==> src/rtl/stopwatch_timer.sv <==
// stopwatch_timer: dual-mode countdown timer / count-up stopwatch
// with lap hold, button edge detection and registered display outputs.
module stopwatch_timer #(
  parameter int MIN_W         = 6,
  parameter int MAX_MIN       = 59,
  parameter int TICKS_PER_SEC = 1000
) (
  input  logic             clk,
  input  logic             rst_n,
  input  logic             tick,
  input  logic             mode,
  input  logic             start,
  input  logic             stop,
  input  logic             clear,
  input  logic             lap,
  input  logic             inc_min,
  input  logic             inc_sec,
  input  logic             inc,
  output logic [MIN_W-1:0] minutes,
  output logic [5:0]       seconds,
  output logic             running,
  output logic             blink,
  output logic             lap_active
);

  localparam int SUB_W =
    (TICKS_PER_SEC > 1) ? $clog2(TICKS_PER_SEC) : 1;
  localparam logic [SUB_W-1:0] SUB_LAST = SUB_W'(TICKS_PER_SEC - 1);
  localparam logic [SUB_W-1:0] SUB_ONE  = SUB_W'(1);
  localparam logic [MIN_W-1:0] MIN_TOP  = MIN_W'(MAX_MIN);
  localparam logic [MIN_W-1:0] MIN_ONE  = MIN_W'(1);

  localparam logic [1:0] S_IDLE   = 2'd0;
  localparam logic [1:0] S_RUN    = 2'd1;
  localparam logic [1:0] S_PAUSED = 2'd2;
  localparam logic [1:0] S_EXP    = 2'd3;

  logic [1:0]       state_q, state_d;
  logic             mode_q, mode_d;
  logic [SUB_W-1:0] sub_q, sub_d;
  logic [MIN_W-1:0] min_q, min_d;
  logic [5:0]       sec_q, sec_d;
  logic             lap_q, lap_d;
  logic [MIN_W-1:0] snap_min_q, snap_min_d;
  logic [5:0]       snap_sec_q, snap_sec_d;

  // Buttons ordered by priority, highest in the MSB.
  logic [5:0] btn, btn_q, ev;
  logic ev_clr, ev_stop, ev_start, ev_lap, ev_imin, ev_isec;
  logic adj_ok, lap_ok;

  assign btn      = {clear, stop, start, lap, inc_min, inc_sec};
  assign ev       = btn & ~btn_q;
  assign ev_clr   = ev[5];
  assign ev_stop  = ev[4] & ~ev[5];
  assign ev_start = ev[3] & ~|ev[5:4];
  assign ev_lap   = ev[2] & ~|ev[5:3];
  assign ev_imin  = ev[1] & ~|ev[5:2];
  assign ev_isec  = ev[0] & ~|ev[5:1];

  assign adj_ok = (state_q == S_IDLE) || (state_q == S_PAUSED);
  assign lap_ok = mode_q &&
                  ((state_q == S_RUN) || (state_q == S_PAUSED));

  always_comb begin
    state_d    = state_q;
    mode_d     = mode_q;
    sub_d      = sub_q;
    min_d      = min_q;
    sec_d      = sec_q;
    lap_d      = lap_q;
    snap_min_d = snap_min_q;
    snap_sec_d = snap_sec_q;
    unique case (1'b1)
      ev_clr: begin
        min_d   = '0;
        sec_d   = '0;
        sub_d   = '0;
        lap_d   = 1'b0;
        state_d = S_IDLE;
      end
      ev_stop: begin
        if (state_q == S_RUN) state_d = S_PAUSED;
        else if (state_q == S_EXP) state_d = S_IDLE;
      end
      ev_start: begin
        if (state_q == S_IDLE) begin
          mode_d = mode;
          sub_d  = '0;
          if (mode || (min_q != '0) || (sec_q != '0))
            state_d = S_RUN;
        end else if (state_q == S_PAUSED) begin
          state_d = S_RUN;
        end else if (state_q == S_EXP) begin
          state_d = S_IDLE;
        end
      end
      ev_lap: begin
        if (lap_ok) begin
          lap_d = ~lap_q;
          if (!lap_q) begin
            snap_min_d = min_q;
            snap_sec_d = sec_q;
          end
        end
      end
      ev_imin: begin
        if (adj_ok) begin
          if (inc) min_d = (min_q == MIN_TOP) ? '0 : min_q + MIN_ONE;
          else     min_d = (min_q == '0) ? MIN_TOP : min_q - MIN_ONE;
        end
      end
      ev_isec: begin
        if (adj_ok) begin
          if (inc) sec_d = (sec_q == 6'd59) ? 6'd0 : sec_q + 6'd1;
          else     sec_d = (sec_q == 6'd0) ? 6'd59 : sec_q - 6'd1;
        end
      end
      default: ;
    endcase

    if ((state_q == S_RUN) && tick && !ev_clr && !ev_stop) begin
      if (sub_q != SUB_LAST) begin
        sub_d = sub_q + SUB_ONE;
      end else begin
        sub_d = '0;
        // Expiry drops any lap hold so the final count is what shows.
        if (mode_q) begin
          if (sec_q != 6'd59) begin
            sec_d = sec_q + 6'd1;
          end else if (min_q != MIN_TOP) begin
            sec_d = 6'd0;
            min_d = min_q + MIN_ONE;
          end else begin
            state_d = S_EXP;
            lap_d   = 1'b0;
          end
        end else begin
          if ((min_q == '0) && (sec_q <= 6'd1)) begin
            sec_d   = 6'd0;
            state_d = S_EXP;
            lap_d   = 1'b0;
          end else if (sec_q == 6'd0) begin
            sec_d = 6'd59;
            min_d = min_q - MIN_ONE;
          end else begin
            sec_d = sec_q - 6'd1;
          end
        end
      end
    end
  end

  always_ff @(posedge clk) begin
    if (!rst_n) begin
      state_q    <= S_IDLE;
      mode_q     <= 1'b0;
      sub_q      <= '0;
      min_q      <= '0;
      sec_q      <= '0;
      lap_q      <= 1'b0;
      snap_min_q <= '0;
      snap_sec_q <= '0;
      btn_q      <= '0;
      minutes    <= '0;
      seconds    <= '0;
      running    <= 1'b0;
      blink      <= 1'b0;
      lap_active <= 1'b0;
    end else begin
      state_q    <= state_d;
      mode_q     <= mode_d;
      sub_q      <= sub_d;
      min_q      <= min_d;
      sec_q      <= sec_d;
      lap_q      <= lap_d;
      snap_min_q <= snap_min_d;
      snap_sec_q <= snap_sec_d;
      btn_q      <= btn;
      minutes    <= lap_d ? snap_min_d : min_d;
      seconds    <= lap_d ? snap_sec_d : sec_d;
      running    <= (state_d == S_RUN);
      blink      <= (state_d == S_EXP);
      lap_active <= lap_d;
    end
  end

endmodule
==> config.mk <==
export PLATFORM = sky130hd
export DESIGN_NAME = stopwatch_timer
export DESIGN_NICKNAME = d
export VERILOG_FILES = /design/src/rtl/stopwatch_timer.sv
export SDC_FILE = /design/constraint.sdc
export NUM_CORES = 1
export LEC_CHECK = 0
export ABC_AREA = 1
export BUFFER_PORTS_ARGS = -buffer_cell sky130_fd_sc_hd__buf_2
export CAP_MARGIN = 0
export CORE_MARGIN = 1.5
export CORE_UTILIZATION = 45
export CTS_CLUSTER_SIZE = 24
export DETAILED_ROUTE_END_ITERATION = 8
export SYNTH_ARGS = -nofsm -noshare
export SYNTH_HDL_FRONTEND = slang
export SYNTH_SLANG_ARGS = --single-unit
==> constraint.sdc <==
create_clock -name clk -period 2 [get_ports clk]
set_clock_uncertainty 0.05 [all_clocks]
set_input_delay 0.1 -clock clk [delete_from_list [all_inputs] [get_ports clk]]
set_output_delay 0.1 -clock clk [all_outputs]
set_load 0.01 [all_outputs]
After elaboration in Yosys (flattened, before gate mapping) --
Index checks and enable logic that the tools add are counted.
Word-level totals: register bits after elaboration 58, latch bits 0, bits in writable memories 0, ROM bits 0, bits of input ports 11, output and inout port bits 15, memories 0
Cells by class: add/sub/neg operators 5, multipliers 0, divide/modulo/power cells 0, $lt $le $gt $ge 1, equality and inequality tests 11, shift operators 0, mux-type cells 55, bitwise operators 9, reductions and logical operators 27
Operator list (number):
- $mux 6 | 29
- $mux 10 | 3
- $pmux 6 s2 | 2
- $mux 2 | 11
- $pmux 10 s2 | 1
- $add 6x1->6 const B | 2
- $eq 6x6->1 const B | 2
- $logic_not 6->1 | 2
- $ne 6x6->1 const B | 2
- $reduce_bool 6->1 | 2
- $sub 6x1->6 const B | 2
- $add 10x1->10 const B | 1
- $ne 10x10->1 const B | 1
- $mux 1 | 7
- $and 6x6->6 | 1
- $eq 2x2->1 const B | 3
- $le 6x1->1 const B | 1
- $logic_not 1->1 | 6
- $not 6->6 | 1
- $pmux 2 s3 | 1
- $and 1x1->1 | 5
- $logic_and 1x1->1 | 5
- $reduce_or 5->1 | 1
- $eq 2x1->1 const B | 2
- other kinds (10) | 15

Depth between registers and ports, before layout --
Gate-level depths: netlist of the first run.
depth after elaboration 12, depth in mapped cells 15, mapped depth without buffers 15

Worst setup path after synthesis of the first run --
Ideal clock, no wire load.
path type reg-to-reg, start point reg state_q[0], end point reg minutes[1], setup time 116 ps, data arrival time 1634 ps, required time 1834 ps, setup slack 200 ps, cell stages (with the launch flop) 13, path buffers 0, cells stage by stage dfxtp_1 -> inv_1 -> ha_1 -> nor2_2 -> inv_1 -> nand3_1 -> inv_1 -> nand2_1 -> nand3_1 -> nand3b_1 -> nand2_1 -> nand2_1 -> a21oi_2
On the way: cells in the longest elaborated chain, start to end 11
RTL lines:
- from (decl) | RTL line 38 | logic [1:0] state_q, state_d;
- from (signal assigned) | RTL line 171 | state_q <= state_d;
- $eq 2x1->1 / $eq 2x2->1 (equally long branches) | RTL line 63, 122, 61
- $logic_or 1x1->1 | RTL line 63 | ((state_q == S_RUN) || (state_q == S_PAUSED));
- $logic_and 1x1->1 | RTL line 62 | assign lap_ok = mode_q &&
- $mux 1 | RTL line 99 | if (lap_ok) begin
- $pmux 1 s2 | RTL line 74 | unique case (1'b1)
- $mux 1 | RTL line 131 | end else if (min_q != MIN_TOP) begin
- $mux 1 | RTL line 129 | if (sec_q != 6'd59) begin
- $mux 1 | RTL line 128 | if (mode_q) begin
- $mux 1 | RTL line 123 | if (sub_q != SUB_LAST) begin
- $mux 1 | RTL line 122 | if ((state_q == S_RUN) && tick && !ev_clr && !ev_stop) begin
- $mux 6 (*) | RTL line 180 | minutes <= lap_d ? snap_min_d : min_d;
- to (signal assigned) | RTL line 180
- to (decl) | RTL line 19 | output logic [MIN_W-1:0] minutes,
Mark *: on every way between the ends. The rest lies on a longest branch, timed or not. A chain may end at the register's enable or synchronous reset.

Worst setup path in the final report of the first run --
start point reg sec_q[0], end point reg minutes[0]
On the way: cells in the longest elaborated chain, start to end 7
RTL lines:
- from (decl) | RTL line 42 | logic [5:0] sec_q, sec_d;
- from (signal assigned) | RTL line 160 | sec_q <= '0;
- from (signal assigned) | RTL line 175 | sec_q <= sec_d;
- $le 6x1->1 / $logic_not 6->1 (equally long branches) | RTL line 139, 143
- $logic_and 1x1->1 / $mux 6 (equally long branches) | RTL line 139, 143
- $mux 6 / $mux 1 (equally long branches) | RTL line 139 | if ((min_q == '0) && (sec_q <= 6'd1)) begin
- $mux 6 / $mux 1 (equally long branches) | RTL line 128
- $mux 6 / $mux 1 (equally long branches) | RTL line 123
- $mux 6 / $mux 1 (equally long branches) | RTL line 122
- $mux 6 (*) | RTL line 180
Marked as above.

==> flow_summary.json, run 1 <==
{
  "run_status": "finished, final reports clean",
  "timing_hold_violations_final": 0,
  "cts.path.max_buffers": 2,
  "timing.final.crit_share_pct": 96.3,
  "end_kind": "flop",
  "critical_path_arrival_ns": 2.11,
  "yosysTopAreaCell": "sky130_fd_sc_hd__dfxtp_1",
  "post_synth_num_cell_types": 42,
  "floorplan.die.height_um": 93.7,
  "placedInstanceArea_um2": 4090,
  "regToRegSetupSlack_ns": 0.07,
  "power_per_cell_area_nw_per_um2": 582,
  "min_period_ns": 1.93,
  "commonest_cells_after_routing_fill_and_taps_aside": "124 x sky130_fd_sc_hd__nand2_1, 80 x sky130_fd_sc_hd__inv_1, 55 x sky130_fd_sc_hd__dfxtp_1",
  "first_global_vias": 3392,
  "power.ir.vdd_worst_mv": 0.293,
  "critPathLaunchType": "flop",
  "netSwitchingPower_mw": 0.752,
  "dieWidth_um": 93.7,
  "grt_start_max_net_pins": 25,
  "grt_pass1_wl_um": 16100,
  "setup_tns_ns": 0,
  "cell_internal_pwr_mw": 1.90,
  "max_cap_viol_count": 0,
  "async_reset_ff_share_pct": 0,
  "r2r_cells": 9,
  "class_of_the_most_critical_setup_path": "flop to flop",
  "worstHoldPathType": "input pin to flop",
  "drt_pre_antenna_iters": 5,
  "drt.antenna.violating_nets": 0,
  "io-pin-count": 26,
  "power.share.switching_pct": 28.4,
  "syn-mean-instance-area_um2": 6.70,
  "pwr-share-seq_pct": 44.7,
  "final_worst_setup_slack_ns": 0.0731,
  "drt-initial-drc-count": 288,
  "setup_violations": 0,
  "cts_num_sinks": 58,
  "synthDominantCellAreaShare_pct": 31.4,
  "achievable_clock_frequency_mhz": 519,
  "capture_point_of_the_critical_path": "minutes[0]$_SDFF_PN0_",
  "critical_path.max_fanout": 6,
  "antenna-diode-count": 0,
  "port_buffers": 25,
  "regToRegEndpoint": "minutes[0]$_SDFF_PN0_",
  "synthesis.nets": 574,
  "worstSetupStartpoint": "sec_q[0]$_SDFF_PN0_",
  "grt_use_total_pct": 23.7,
  "initial_core_util_pct": 47.2,
  "detailedPlacementHpwl_um": 7100,
  "cts_root_buffer": "sky130_fd_sc_hd__clkbuf_8",
  "post-route-drc-count": 0,
  "fin_nets": 644,
  "power.total_mw": 2.65,
  "whs_ns": 0.118,
  "clock_tree.htree_level_count": 3,
  "post_route_cells_drive_above_1_share_pct": 25.0,
  "grt_antenna_before_repair": 0,
  "insertion_delay_ns": 0.35,
  "tritoncts_clock_tree": "done",
  "clk_pin_slew_ns": 0.07,
  "core_area_um2": 7850,
  "power.leakage_nw": 2.26,
  "rsz_0062_raised_after_global_routing": "yes",
  "synth.yosys.seq_area_share_pct": 31.4,
  "cp_data_required_time_ns": 2.19,
  "dp_slack_ns": 0.00734,
  "gpl.final_weighted_congestion": 0.937,
  "cells_taking_the_most_area_after_synthesis": "sky130_fd_sc_hd__dfxtp_1 31%, sky130_fd_sc_hd__nand2_1 13%, sky130_fd_sc_hd__inv_1 8.4%",
  "layout_commonest_cell": "sky130_fd_sc_hd__nand2_1",
  "synth_edf_count": 0,
  "final_util_pct": 58.0,
  "drt_wl_total_um": 9980,
  "synthesis.instances": 552,
  "instances_no_fill": 729,
  "via_count": 3723,
  "share_comb_of_total_power_pct": 13.7,
  "slew_viol_final": 0,
  "dominantRegCellSynth": "sky130_fd_sc_hd__dfxtp_1",
  "detail_route.vias_per_cell": 5.11,
  "post_drt_wl_per_cell_um": 13.7,
  "timing_worst_slew_pin_value_ns": 0.523,
  "dp_cells": 697,
  "synth_seq_cells": 58,
  "global_route.overflow_total": 0,
  "postLayoutCellArea_um2": 4550,
  "worst_slew_margin_rel_pct": 65.1,
  "filler_cell_count": 796,
  "worst_r2r_startpoint": "sec_q[0]$_SDFF_PN0_",
  "cts-buffers-inserted": 9,
  "yosys_warnings": 0,
  "mappedNetlistArea_um2": 3700,
  "floorplan.die_area_um2": 8780,
  "flow.area_growth_from_synthesis_pct": 22.9,
  "clockPowerShare_pct": 41.6,
  "core.rowCount": 32
}
==> state kept, by name, indices dropped and copies added (netlist names) <==
name        count
blink           1
btn_q           6
lap_q           1
min_q           6
minutes         6
mode_q          1
running         1
sec_q           6
seconds         6
snap_min_q      6
snap_sec_q      6
state_q         2
sub_q          10
==> worst min-delay path by stage <==
stage                                  endpoint  depth (start not counted)  slack [ns]     from
after floorplan             btn_q[0]$_SDFF_PN0_                          2        0.14  inc_sec
after global placement      btn_q[3]$_SDFF_PN0_                          3        0.24    start
after detailed placement    btn_q[0]$_SDFF_PN0_                          3        0.25  inc_sec
after CTS                 sub_q[2]$_SDFFE_PN0P_                          5         0.1     tick
after global routing      sub_q[2]$_SDFFE_PN0P_                          5        0.13     tick
final                     sub_q[2]$_SDFFE_PN0P_                          5        0.12     tick
==> kinds of logic (layout without fill, tap and decap cells) <==
group | after synthesis | after routing | share of synthesized area [%]
adders and majority gates | 11 | 11 | 3.72
buffers and inverters | 110 | 184 | 12.7
DFF | 58 | 58 | 31.4
and+or+nand+nor | 282 | 283 | 36.3
AOI/OAI and AO/OA | 82 | 82 | 13.7
xor gates and xnor gates | 9 | 9 | 2.13
==> synth_stat cells (6+ instances only) <==
cell and instances:
sky130_fd_sc_hd__nor2_1 51, sky130_fd_sc_hd__a21oi_1 20, sky130_fd_sc_hd__nand3_1 54, sky130_fd_sc_hd__nand4_1 7, sky130_fd_sc_hd__a21oi_2 9, sky130_fd_sc_hd__inv_2 8, sky130_fd_sc_hd__nor2_2 11, sky130_fd_sc_hd__nand2_1 130
sky130_fd_sc_hd__o21ai_1 14, sky130_fd_sc_hd__buf_6 6, sky130_fd_sc_hd__nor3_1 6, sky130_fd_sc_hd__inv_1 83, sky130_fd_sc_hd__nand2_2 6, sky130_fd_sc_hd__ha_1 11, sky130_fd_sc_hd__xor2_1 9, sky130_fd_sc_hd__dfxtp_1 58
sky130_fd_sc_hd__o21ai_0 22
==> critical path: stages, from the launching register on <==
cell and delay (ns):
sky130_fd_sc_hd__dfxtp_1 0.31, sky130_fd_sc_hd__buf_4 0.15, sky130_fd_sc_hd__ha_1 0.25, sky130_fd_sc_hd__nand3_4 0.15
sky130_fd_sc_hd__nor2_4 0.07, sky130_fd_sc_hd__o211ai_4 0.33, sky130_fd_sc_hd__nand2_2 0.15, sky130_fd_sc_hd__buf_6 0.16
sky130_fd_sc_hd__nor2_1 0.14, sky130_fd_sc_hd__a21oi_2 0.04
==> area by class of cell <==
type,instances,area [um^2],share of cell area (%)
Clock buffer,10,128,2.81
Clock inverter,6,66.3,1.46
Inverter,94,359,7.90
Multi-Input combinational cell,385,2170,47.7
Sequential cell,58,1170,25.7
Tap cell,102,128,2.81
Timing Repair Buffer,74,529,11.6
==> power by group through the flow <==
stage | logic [mW] | registers (mW) | clock network, mW
final | 0.362 | 1.18 | 1.10
after global routing | 0.401 | 1.19 | 1.17
after CTS | 0.331 | 1.18 | 1.12
after detailed placement | 0.319 | 1.21 | 0
after global placement | 0.316 | 1.21 | 0
after floorplan | 0.200 | 1.21 | 0
==> per-layer routing <==
metal	wire (um)	track usage (%)
met2	4520	37.7
met4	188	9.70
met5	0	0
met3	469	3.56
met1	4800	32.1
==> repair_timing <==
item | in CTS | in global routing
hold endpoints to repair | 7 | 0
buffers inserted | 0 | 8
resized for setup | 1 | 40
pin swaps | 0 | 13
endpoints found under the setup margin | 1 | 33
hold buffers | 7 | 0
cloned | 0 | 1
(Power assumes the default switching activity.)
==> run 2: changes to the inputs <==
--- a/config.mk
+++ b/config.mk
@@ -8,10 +8,11 @@
 export ABC_AREA = 1
 export BUFFER_PORTS_ARGS = -buffer_cell sky130_fd_sc_hd__buf_2
 export CAP_MARGIN = 0
-export CORE_MARGIN = 1.5
+export CORE_MARGIN = 2
 export CORE_UTILIZATION = 45
 export CTS_CLUSTER_SIZE = 24
 export DETAILED_ROUTE_END_ITERATION = 8
+export SKIP_LAST_GASP = 1
 export SYNTH_ARGS = -nofsm -noshare
 export SYNTH_HDL_FRONTEND = slang
 export SYNTH_SLANG_ARGS = --single-unit
==> constraint.sdc (replaced) <==
create_clock -name clk -period 2 [get_ports clk]
set_clock_uncertainty 0.05 [all_clocks]
set_input_delay 0.2 -clock clk [delete_from_list [all_inputs] [get_ports clk]]
set_output_delay 0.2 -clock clk [all_outputs]
set_load 0.01 [all_outputs]
==> flow_summary.json, run 2 (same netlist as run 1, synthesis figures left out) <==
{
  "run_status": "finished, final reports clean",
  "timing_worst_slew_pin_value_ns": 0.699,
  "cts_num_sinks": 58,
  "via_count": 3666,
  "drt.antenna.violating_nets": 0,
  "floorplan.die.height_um": 94.7,
  "tritoncts_clock_tree": "done",
  "grt_antenna_before_repair": 0,
  "slew_viol_final": 0,
  "dp_slack_ns": -0.0987,
  "timing.final.crit_share_pct": 95.6,
  "instances_no_fill": 719,
  "layout_commonest_cell": "sky130_fd_sc_hd__nand2_1",
  "max_cap_viol_count": 0,
  "critical_path_arrival_ns": 2.14,
  "grt_start_max_net_pins": 25,
  "power.ir.vdd_worst_mv": 0.388,
  "end_kind": "flop",
  "core.rowCount": 33,
  "post-route-drc-count": 0,
  "drt-initial-drc-count": 279,
  "worst_slew_margin_rel_pct": 53.3,
  "io-pin-count": 26,
  "cp_data_required_time_ns": 2.23,
  "cts-buffers-inserted": 9,
  "min_period_ns": 1.91,
  "global_route.overflow_total": 0,
  "cts_root_buffer": "sky130_fd_sc_hd__clkbuf_8",
  "clock_tree.htree_level_count": 3,
  "power.leakage_nw": 2.22,
  "critical_path.max_fanout": 6,
  "commonest_cells_after_routing_fill_and_taps_aside": "125 x sky130_fd_sc_hd__nand2_1, 81 x sky130_fd_sc_hd__inv_1, 52 x sky130_fd_sc_hd__nand3_1",
  "worstHoldPathType": "input pin to flop",
  "grt_use_total_pct": 24.1,
  "post_route_cells_drive_above_1_share_pct": 25.4,
  "first_global_vias": 3401,
  "grt_pass1_wl_um": 16600,
  "rsz_0062_raised_after_global_routing": "yes",
  "final_util_pct": 55.5,
  "core_area_um2": 8090,
  "antenna-diode-count": 0,
  "drt_wl_total_um": 10300,
  "filler_cell_count": 819,
  "clk_pin_slew_ns": 0.07,
  "achievable_clock_frequency_mhz": 523,
  "drt_pre_antenna_iters": 5,
  "flow.area_growth_from_synthesis_pct": 21.4,
  "detail_route.vias_per_cell": 5.10,
  "floorplan.die_area_um2": 8970,
  "dieWidth_um": 94.7,
  "critPathLaunchType": "flop",
  "top_register": "sub_q",
  "insertion_delay_ns": 0.35,
  "final_worst_setup_slack_ns": 0.0889,
  "post_drt_wl_per_cell_um": 14.3,
  "timing_hold_violations_final": 0,
  "class_of_the_most_critical_setup_path": "flop to flop",
  "power_per_cell_area_nw_per_um2": 594,
  "setup_violations": 0,
  "detailedPlacementHpwl_um": 7280,
  "flip_flop_count_of_the_largest_register_after_layout": 10,
  "dp_cells": 691,
  "fin_nets": 631,
  "initial_core_util_pct": 45.7,
  "port_buffers": 25,
  "gpl.final_weighted_congestion": 0.973,
  "cts.path.max_buffers": 2
}
==> run 2: final timing paths <==
| check | start | to | slack, ns | depth (start not counted) |
|---|---|---|---|---|
| setup / recovery | min_q[1]$_SDFF_PN0_ | seconds[1]$_SDFF_PN0_ | 0.09 | 10 |
| hold reg to reg | sub_q[1]$_SDFFE_PN0P_ | sub_q[1]$_SDFFE_PN0P_ | 0.43 | 2 |
| setup reg to reg | min_q[1]$_SDFF_PN0_ | seconds[1]$_SDFF_PN0_ | 0.09 | 10 |
| hold / removal | start | btn_q[3]$_SDFF_PN0_ | 0.004 | 3 |
==> run 2: per-stage QoR <==
stage | power (mW) | cell area (um^2) | setup TNS (ns) | hold slack [ns]
floorplan | 1.41 | 3700 | 0 | 0.243
global placement | 1.52 | 4040 | -0.267 | 0.341
detailed placement | 1.52 | 4040 | -0.908 | 0.347
CTS | 2.65 | 4310 | -0.0600 | 0.00144
global route | 2.78 | 4490 | -0.212 | 0.0167
finish | 2.67 | 4490 | 0 | 0.00424
==> run 2: final cells by class <==
class / instances / area [um^2] / share of cell area, %
multi-input combinational: 386 / 2210 / 49.1
sequential: 58 / 1170 / 26.2
timing repair buffer: 60 / 410 / 9.14
inverter: 94 / 364 / 8.11
clock buffer: 10 / 138 / 3.06
tap: 105 / 131 / 2.92
clock inverter: 6 / 66.3 / 1.48
==> run 2: power breakdown <==
group / leakage [nW] / switching, mW / internal [mW]
clock: 0.0945 / 0.519 / 0.608
sequential: 0.474 / 0.0137 / 1.17
combinational: 1.65 / 0.219 / 0.136
total: 2.22 / 0.752 / 1.92
==> run 2: per-layer routing <==
metal	GRT usage, %	part of all wire [%]
met5	0	0
met2	39.1	46
met4	6.88	1.8
met1	33.1	49
met3	3.67	4.1
==> run 2: timing repair <==
item / CTS / global route
setup buffers: 0 / 6
gates resized for setup: 3 / 47
cloned: 1 / 1
hold endpoints to repair: 4 / 0
hold buffers: 4 / 0
setup endpoints to repair: 12 / 39
pin swaps: 1 / 14
==> run 2: critical path, stage by stage (launching register included) <==
cell and delay (ns):
sky130_fd_sc_hd__dfxtp_4 0.37, sky130_fd_sc_hd__inv_4 0.06, sky130_fd_sc_hd__ha_4 0.15, sky130_fd_sc_hd__nand3_4 0.10, sky130_fd_sc_hd__nor3_4 0.30, sky130_fd_sc_hd__nand2_2 0.13
sky130_fd_sc_hd__nand2_4 0.11, sky130_fd_sc_hd__o211ai_4 0.15, sky130_fd_sc_hd__nand2_2 0.23, sky130_fd_sc_hd__nor2_1 0.09, sky130_fd_sc_hd__a21oi_2 0.10
